$ cat config.mk
export PLATFORM = sky130hd
export DESIGN_NAME = uart_tx_arbiter
export DESIGN_NICKNAME = d
export VERILOG_FILES = /design/src/rtl/uart_tx_arbiter.sv
export SDC_FILE = /design/constraint.sdc
export NUM_CORES = 1
export LEC_CHECK = 0
export ABC_AREA = 0
export CAP_MARGIN = 20
export CORE_MARGIN = 4
export CORE_UTILIZATION = 62
export DETAILED_ROUTE_END_ITERATION = 7
export DONT_BUFFER_PORTS = 1
export GPL_TIMING_DRIVEN = 0
export MAX_ROUTING_LAYER = met4
export PLACE_DENSITY = 0.76
export SYNTH_ARGS = -nofsm -noshare
export SYNTH_HDL_FRONTEND = slang
export SYNTH_SLANG_ARGS = --single-unit
$ cat constraint.sdc
create_clock -name clk -period 2.4 [get_ports clk]
set_input_delay 0.48 -clock clk [delete_from_list [all_inputs] [get_ports clk]]
set_output_delay 0.48 -clock clk [all_outputs]
set_load 0.01 [all_outputs]
$ cat src/rtl/uart_tx_arbiter.sv
// Round-robin packet arbiter sharing one UART byte serializer among NUM_SRC sources.
// Define UART_ARB_HEADER_EN to prefix each packet with header byte 8'hA0 | grant_id.
module uart_tx_arbiter #(
    parameter int NUM_SRC     = 4,
    parameter int TIMEOUT_CYC = 1024
) (
    input  logic                       clk,
    input  logic                       rst,
    input  logic [NUM_SRC-1:0]         s_valid,
    output logic [NUM_SRC-1:0]         s_ready,
    input  logic [8*NUM_SRC-1:0]       s_data,
    input  logic [NUM_SRC-1:0]         s_last,
    output logic                       m_valid,
    input  logic                       m_ready,
    output logic [7:0]                 m_data,
    output logic                       busy,
    output logic [$clog2(NUM_SRC)-1:0] grant_id,
    output logic                       timeout
);

    // state | meaning
    // IDLE  | no grant held; arbitrate among s_valid (one cycle, no byte moves)
    // HDR   | header byte for the granted source (header build only)
    // PASS  | forward granted source until its last byte is accepted or watchdog fires

    localparam int GW   = $clog2(NUM_SRC);
    localparam int WD_W = (TIMEOUT_CYC > 0) ? $clog2(TIMEOUT_CYC + 1) : 1;
    localparam logic [WD_W-1:0] WD_LOAD = WD_W'(TIMEOUT_CYC);
    localparam bit WD_EN = (TIMEOUT_CYC > 0);

`ifdef UART_ARB_HEADER_EN
    typedef enum logic [1:0] {IDLE = 2'd0, HDR = 2'd1, PASS = 2'd2} state_t;
`else
    typedef enum logic [1:0] {IDLE = 2'd0, PASS = 2'd2} state_t;
`endif

    state_t          state_q, state_d;
    logic [GW-1:0]   grant_q, grant_d;
    logic [GW-1:0]   last_grant_q, last_grant_d;
    logic [WD_W-1:0] wd_cnt_q, wd_cnt_d;
    logic            timeout_q, timeout_d;

    logic [GW-1:0]   pick;
    logic [GW-1:0]   cand;
    logic            found;
    int              idx;
    logic            sel_valid;
    logic            sel_last;
    logic [7:0]      sel_data;

    assign sel_valid = s_valid[grant_q];
    assign sel_last  = s_last[grant_q];
    assign sel_data  = s_data[8*grant_q +: 8];

    // First requester after last_grant, wrapping modulo NUM_SRC.
    always_comb begin
        pick  = last_grant_q;
        found = 1'b0;
        idx   = 0;
        cand  = '0;
        for (int i = 1; i <= NUM_SRC; i++) begin
            idx = int'(last_grant_q) + i;
            if (idx >= NUM_SRC) idx = idx - NUM_SRC;
            cand = GW'(idx);
            if (!found && s_valid[cand]) begin
                pick  = cand;
                found = 1'b1;
            end
        end
    end

    always_comb begin
        state_d      = state_q;
        grant_d      = grant_q;
        last_grant_d = last_grant_q;
        wd_cnt_d     = wd_cnt_q;
        timeout_d    = 1'b0;
        m_valid      = 1'b0;
        m_data       = '0;
        s_ready      = '0;

        case (state_q)
            IDLE: begin
                if (found) begin
                    grant_d  = pick;
                    wd_cnt_d = WD_LOAD;
`ifdef UART_ARB_HEADER_EN
                    state_d  = HDR;
`else
                    state_d  = PASS;
`endif
                end
            end
`ifdef UART_ARB_HEADER_EN
            HDR: begin
                m_valid = 1'b1;
                m_data  = 8'hA0 | 8'(grant_q);
                if (m_ready) begin
                    wd_cnt_d = WD_LOAD;
                    state_d  = PASS;
                end
            end
`endif
            PASS: begin
                m_valid          = sel_valid;
                m_data           = sel_data;
                s_ready[grant_q] = m_ready;
                if (sel_valid && m_ready) begin
                    wd_cnt_d = WD_LOAD;
                    if (sel_last) begin
                        state_d      = IDLE;
                        last_grant_d = grant_q;
                    end
                end else if (!sel_valid && WD_EN) begin
                    // Down-counter reloaded on each accepted byte; expiry releases the grant.
                    if (wd_cnt_q > 1) begin
                        wd_cnt_d = wd_cnt_q - 1'b1;
                    end else begin
                        wd_cnt_d     = '0;
                        state_d      = IDLE;
                        last_grant_d = grant_q;
                        timeout_d    = 1'b1;
                    end
                end
            end
            default: begin
                state_d = IDLE;
            end
        endcase
    end

    always_ff @(posedge clk) begin
        if (rst) begin
            state_q      <= IDLE;
            grant_q      <= '0;
            last_grant_q <= GW'(NUM_SRC - 1);
            wd_cnt_q     <= '0;
            timeout_q    <= 1'b0;
        end else begin
            state_q      <= state_d;
            grant_q      <= grant_d;
            last_grant_q <= last_grant_d;
            wd_cnt_q     <= wd_cnt_d;
            timeout_q    <= timeout_d;
        end
    end

    assign busy     = (state_q != IDLE);
    assign grant_id = grant_q;
    assign timeout  = timeout_q;

endmodule
Word-level counts from Yosys, hierarchy flattened
Cells that the tools add are included.
{ "word_totals": {"out_inout_bits": 17, "ff_bits": 18} }
{ "classes": {"n_shift": 1, "add_sub_neg": 9, "n_eq_ne": 8, "reduce_logical": 16, "mux": 45, "bitwise": 2, "n_lt_le_gt_ge": 11} }
{ "ops": {"columns": ["operator", "n"], "rows": [
  ["$mux W11", 4],
  ["$mux W2", 17],
  ["$shiftx A32 B6 Y8", 1],
  ["$pmux W11 S2", 1],
  ["$lt A2 B3 Y1 const B", 5],
  ["$mux W1", 13],
  ["$bmux W1 S2", 6],
  ["$gt A11 B1 Y1 const B", 1],
  ["$sub A11 B1 Y11 const B", 1],
  ["$ge A3 B3 Y1 const B", 3],
  ["$ne A3 B3 Y1 const B", 3],
  ["$mux W8", 1],
  ["$reduce_and A4 Y1", 2],
  ["$sub A2 B1 Y2 const B", 4],
  ["$add A2 B2 Y3 const B", 2],
  ["$ne A2 B2 Y1 const B", 3],
  ["$logic_and A1 B1 Y1", 5],
  ["$add A2 B3 Y4 const B", 1],
  ["$and A4 B4 Y4", 1],
  ["$ge A4 B3 Y1 const B", 1],
  ["$mux W4", 1],
  ["$pmux W2 S2", 1],
  ["$reduce_bool A2 Y1", 2],
  ["$reduce_or A4 Y1", 1],
  ["other kinds (10)", 12]
]} }

Depth between registers and ports, before layout
{ "depth": {"depth_word": 17, "ltp_mapped": 7, "depth_no_buf": 6} }

Worst setup path before layout
Ideal clock, no wire load.
{ "synth_path": {"kind": "register to output", "from": "reg grant_q[0], in the netlist grant_id[0]", "to": "out m_data[2]", "path_stages_with_launch": 5, "t_arrival_ns": 1.639, "slack_ns": 0.281, "cell_sequence": "dfxtp_1 > buf_6 > clkbuf_1 > mux4_2 > and2_1"} }
{ "synth_between": {"elab_chain_cells": 2} }
{ "synth_lines": {"columns": ["item", "line_no", "rtl"], "rows": [
  ["from (decl)", "38", "logic [GW-1:0] grant_q, grant_d;"],
  ["from (signal assigned)", "141", "grant_q <= grant_d;"],
  ["$shiftx A32 B6 Y8", "53", "assign sel_data = s_data[8*grant_q +: 8];"],
  ["$mux W8", "82", "case (state_q)"],
  ["to (decl)", "15", "output logic [7:0] m_data,"]
]} }
Every way passes these cells.

Final worst setup path
{ "layout_path": {"from": "reg grant_q[0], in the netlist grant_id[0]", "to": "out m_valid"} }
{ "layout_between": {"elab_chain_cells": 3} }
{ "layout_lines": {"columns": ["item", "line_no", "rtl"], "rows": [
  ["$bmux W1 S2", "51", "assign sel_valid = s_valid[grant_q];"],
  ["$mux W1 (implied by the code)", "51", null],
  ["$mux W1", "82", null],
  ["to (decl)", "13", "output logic m_valid,"]
]} }
Every way passes these cells. The select of a mux whose other input is x is not followed.

==> impl_metrics.yaml <==
status:
  outcome: "finished, final reports clean"
clock_tree:
  worstSkewPairLatency_ps: 310
  path_clk_slew_ps: 90
  cts_tree: "built"
  htreeDepth: 1
  cts_sinks: 17
  clockBufferDepth: 2
  numCtsBuffers: 3
  root_buffer: "clkbuf_4"
setup_path:
  critical-path-max-stage-delay_ps: 650
  critical_path_arrival_ps: 1820
  crit_chain: "buf_6 -> mux4_2 -> and2_1"
  timing.rr.end: "wd_cnt_q[9]$_SDFFE_PP0P_"
  rr_worst_depth: 6
  critPathKind: "register to primary output"
  crit_slowest_cell: "mux4_2"
  r2r_slack_ps: 110
  cp.required_ps: 1920
  cp-start-kind: "register"
  worstPathMaxFanout: 15
  r2r-start: "grant_id[0]$_SDFFE_PP0P_"
  cp-end-kind: "primary output"
grt:
  grt_start_max_net_pins: 16
  grt_pass1_vias: 1160
  grt_first_pass_wirelength_um: 5390
  antenna_found_initial: 0
  gr-total-overflow: 0
  grt_usage_pct: 25.9
yosys:
  synth.top_cells.by_count: "dfxtp_1 (17), and2_1 (11), clkbuf_1 (11), nor2_1 (11), a21oi_1 (10)"
  synthTopCellsByArea: "dfxtp_1 (25%), mux4_2 (10%), mux4_1 (7.7%)"
  synth_compound_area_share_pct: 22.4
  synth_top_family_by_area: "simple AND/OR/NAND/NOR gates"
  synth_edf_count: 0
  synth-xor-area-share_pct: 0
  yosys_most_used_dff: "dfxtp_1"
  ys_warn_count: 0
  seq_area_frac_synth_pct: 25.1
  synthDistinctLibCells: 46
  synth.most_common_cell: "dfxtp_1"
  synth-seq-cells: 17
  muxShareOfSynthArea_pct: 19.2
  syn_area_per_cell_um2: 8.99
  synthAdderAreaFrac_pct: 1.84
  synth_top_area_share_pct: 25.1
  yosys.area.top_type: "dfxtp_1"
  syn_area_um2: 1360
  syn_inst: 151
  yosys.area_share.simple_pct: 24.9
  postSynth.asyncResetShare_pct: 0
  syn_nets: 196
detailed_routing:
  routed-via-count: 1279
  finalWirelength_um: 3620
  drcViolationCount: 0
  via_per_inst: 6.99
  wl_per_cell_um: 19.8
  drtIter0Drc: 31
  ant_nets: 0
  drtPass1Iterations: 4
die:
  die_y_um: 54.8
  die_area_um2: 3000
  fp.dieW_um: 54.8
  core_area_um2: 2020
  row_count: 16
  initial_core_util_pct: 67.1
  pin_count: 60
timing:
  setup_viol: 0
  rsz0062_at_grt: "no"
  hold_viol_final: 0
  fin_crit_sh_pct: 96.0
  clock.fmax_ghz: 0.434
  post-route-min-period_ps: 2300
  holdWs_ps: 437
  setup_tns_ps: 0
  tightest_slew_ps: 691
  skew_ps: 10.6
  slew_headroom_pct: 53.6
  slew_viol_final: 0
finish:
  multiInputGateArea_um2: 935
  layout-drive-gt1-share_pct: 13.5
  diodes: 0
  nets: 202
  seqCellArea_um2: 340
  area_growth_pct: 5.99
  final_area_um2: 1440
  nFillCells: 151
placement:
  gp_congestion: 0.822
  place_area_um2: 1390
  portBuffers: 0
  dp_hpwl_um: 2790
power_and_ir_drop:
  pwr-share-seq_pct: 29.3
  p_int_w: 0.000810
  power_frac_comb_pct: 59.8
  p_sw_w: 0.000661
  power_density_nw_per_um2: 1020
  clkPwrFrac_pct: 10.9
  vdd_drop_max_v: 0.000737
  switching_share_pct: 44.9
  p_leak_nw: 0.507
worst_hold_path:
  hold_start: "s_valid[3]"
  whs_path_depth: 2
  hp-class: "primary input to register"
  hold_path_end: "grant_id[1]$_SDFFE_PP0P_"
run:
  maxCapViolations: 0
==> state kept, by name, indices dropped and copies added, names as in the netlist <==
register,flops
last_grant_q,2
timeout,1
grant_id,2
wd_cnt_q,11
state_q,1
==> stage by stage <==
step                      setup WS [ps]  utilization, %  cells  power [W]
after floorplan                     281               -    151    0.00111
after global placement              134            68.8    178    0.00124
after detailed placement            107            68.8    178    0.00126
after CTS                          61.5            70.0    181    0.00142
after global routing               1.32            71.2    183    0.00159
final                              95.4            71.2    183    0.00147
==> worst max-delay path, delay by kind of cell, from the launching register on <==
| kind | cells | cell delay [ps] |
|---|---|---|
| muxes | 1 | 650 |
| DFF | 1 | 410 |
| and+or+nand+nor | 1 | 250 |
| buffers and inverters | 1 | 220 |
==> layout make-up <==
type	instances	share of cell area, %
Buffer	12	4.35
Clock buffer	4	1.83
Inverter	7	1.83
Multi-Input combinational cell	114	65.0
Sequential cell	17	23.7
Tap cell	27	2.35
Timing Repair Buffer	2	1.04
==> kinds of logic (layout without fill, tap and decap cells) <==
kind of cell | after synthesis | after routing
and+or+nand+nor | 60 | 60
AOI/OAI and AO/OA | 40 | 40
buffers and inverters | 20 | 25
DFF | 17 | 17
muxes | 12 | 12
adders and majority gates | 2 | 2
==> placed cells by master (no fill, tap or decap), types with 4 or more instances in the layout <==
master / n
a21oi_1: 10
and2_1: 11
clkbuf_1: 9
dfxtp_1: 17
inv_1: 7
mux4_1: 4
mux4_2: 6
nand2_1: 8
nand3_1: 4
nor2_1: 11
nor3_1: 7
nor4_1: 4
o211ai_1: 4
==> power groups by stage <==
stage               combinational (W)  sequential [W]  clock [W]
floorplan                    0.000692        0.000417          0
global placement             0.000805        0.000431          0
detailed placement           0.000826        0.000435          0
CTS                          0.000832        0.000428   0.000164
global route                 0.000968        0.000440   0.000177
finish                       0.000880        0.000430   0.000161
==> metal layers <==
metal,up-vias,track usage [%],routed length [um]
met4,0,9.13,58
met5,-,-,0
met3,11,5.72,326
met1,601,30.8,1480
met2,64,42.7,1750
li1,603,-,-
==> how the worst max path moves through the flow <==
stage	startpoint	endpoint	slack, ps	depth (start not counted)
after floorplan	grant_id[0]$_SDFFE_PP0P_	m_data[2]	280	4
after global placement	grant_id[0]$_SDFFE_PP0P_	m_data[4]	130	4
after detailed placement	grant_id[0]$_SDFFE_PP0P_	m_data[2]	110	4
after CTS	grant_id[0]$_SDFFE_PP0P_	wd_cnt_q[7]$_SDFFE_PP0P_	60	5
after global routing	grant_id[0]$_SDFFE_PP0P_	wd_cnt_q[4]$_SDFFE_PP0P_	1	6
final	grant_id[0]$_SDFFE_PP0P_	m_valid	100	3
==> what timing repair did <==
item                       in CTS  in global routing
setup endpoints to repair       6                  8
hold buffers                    0                  0
buffers inserted                0                  2
gates resized for setup         1                  3
Note: power is estimated with default switching activity, not from simulation.
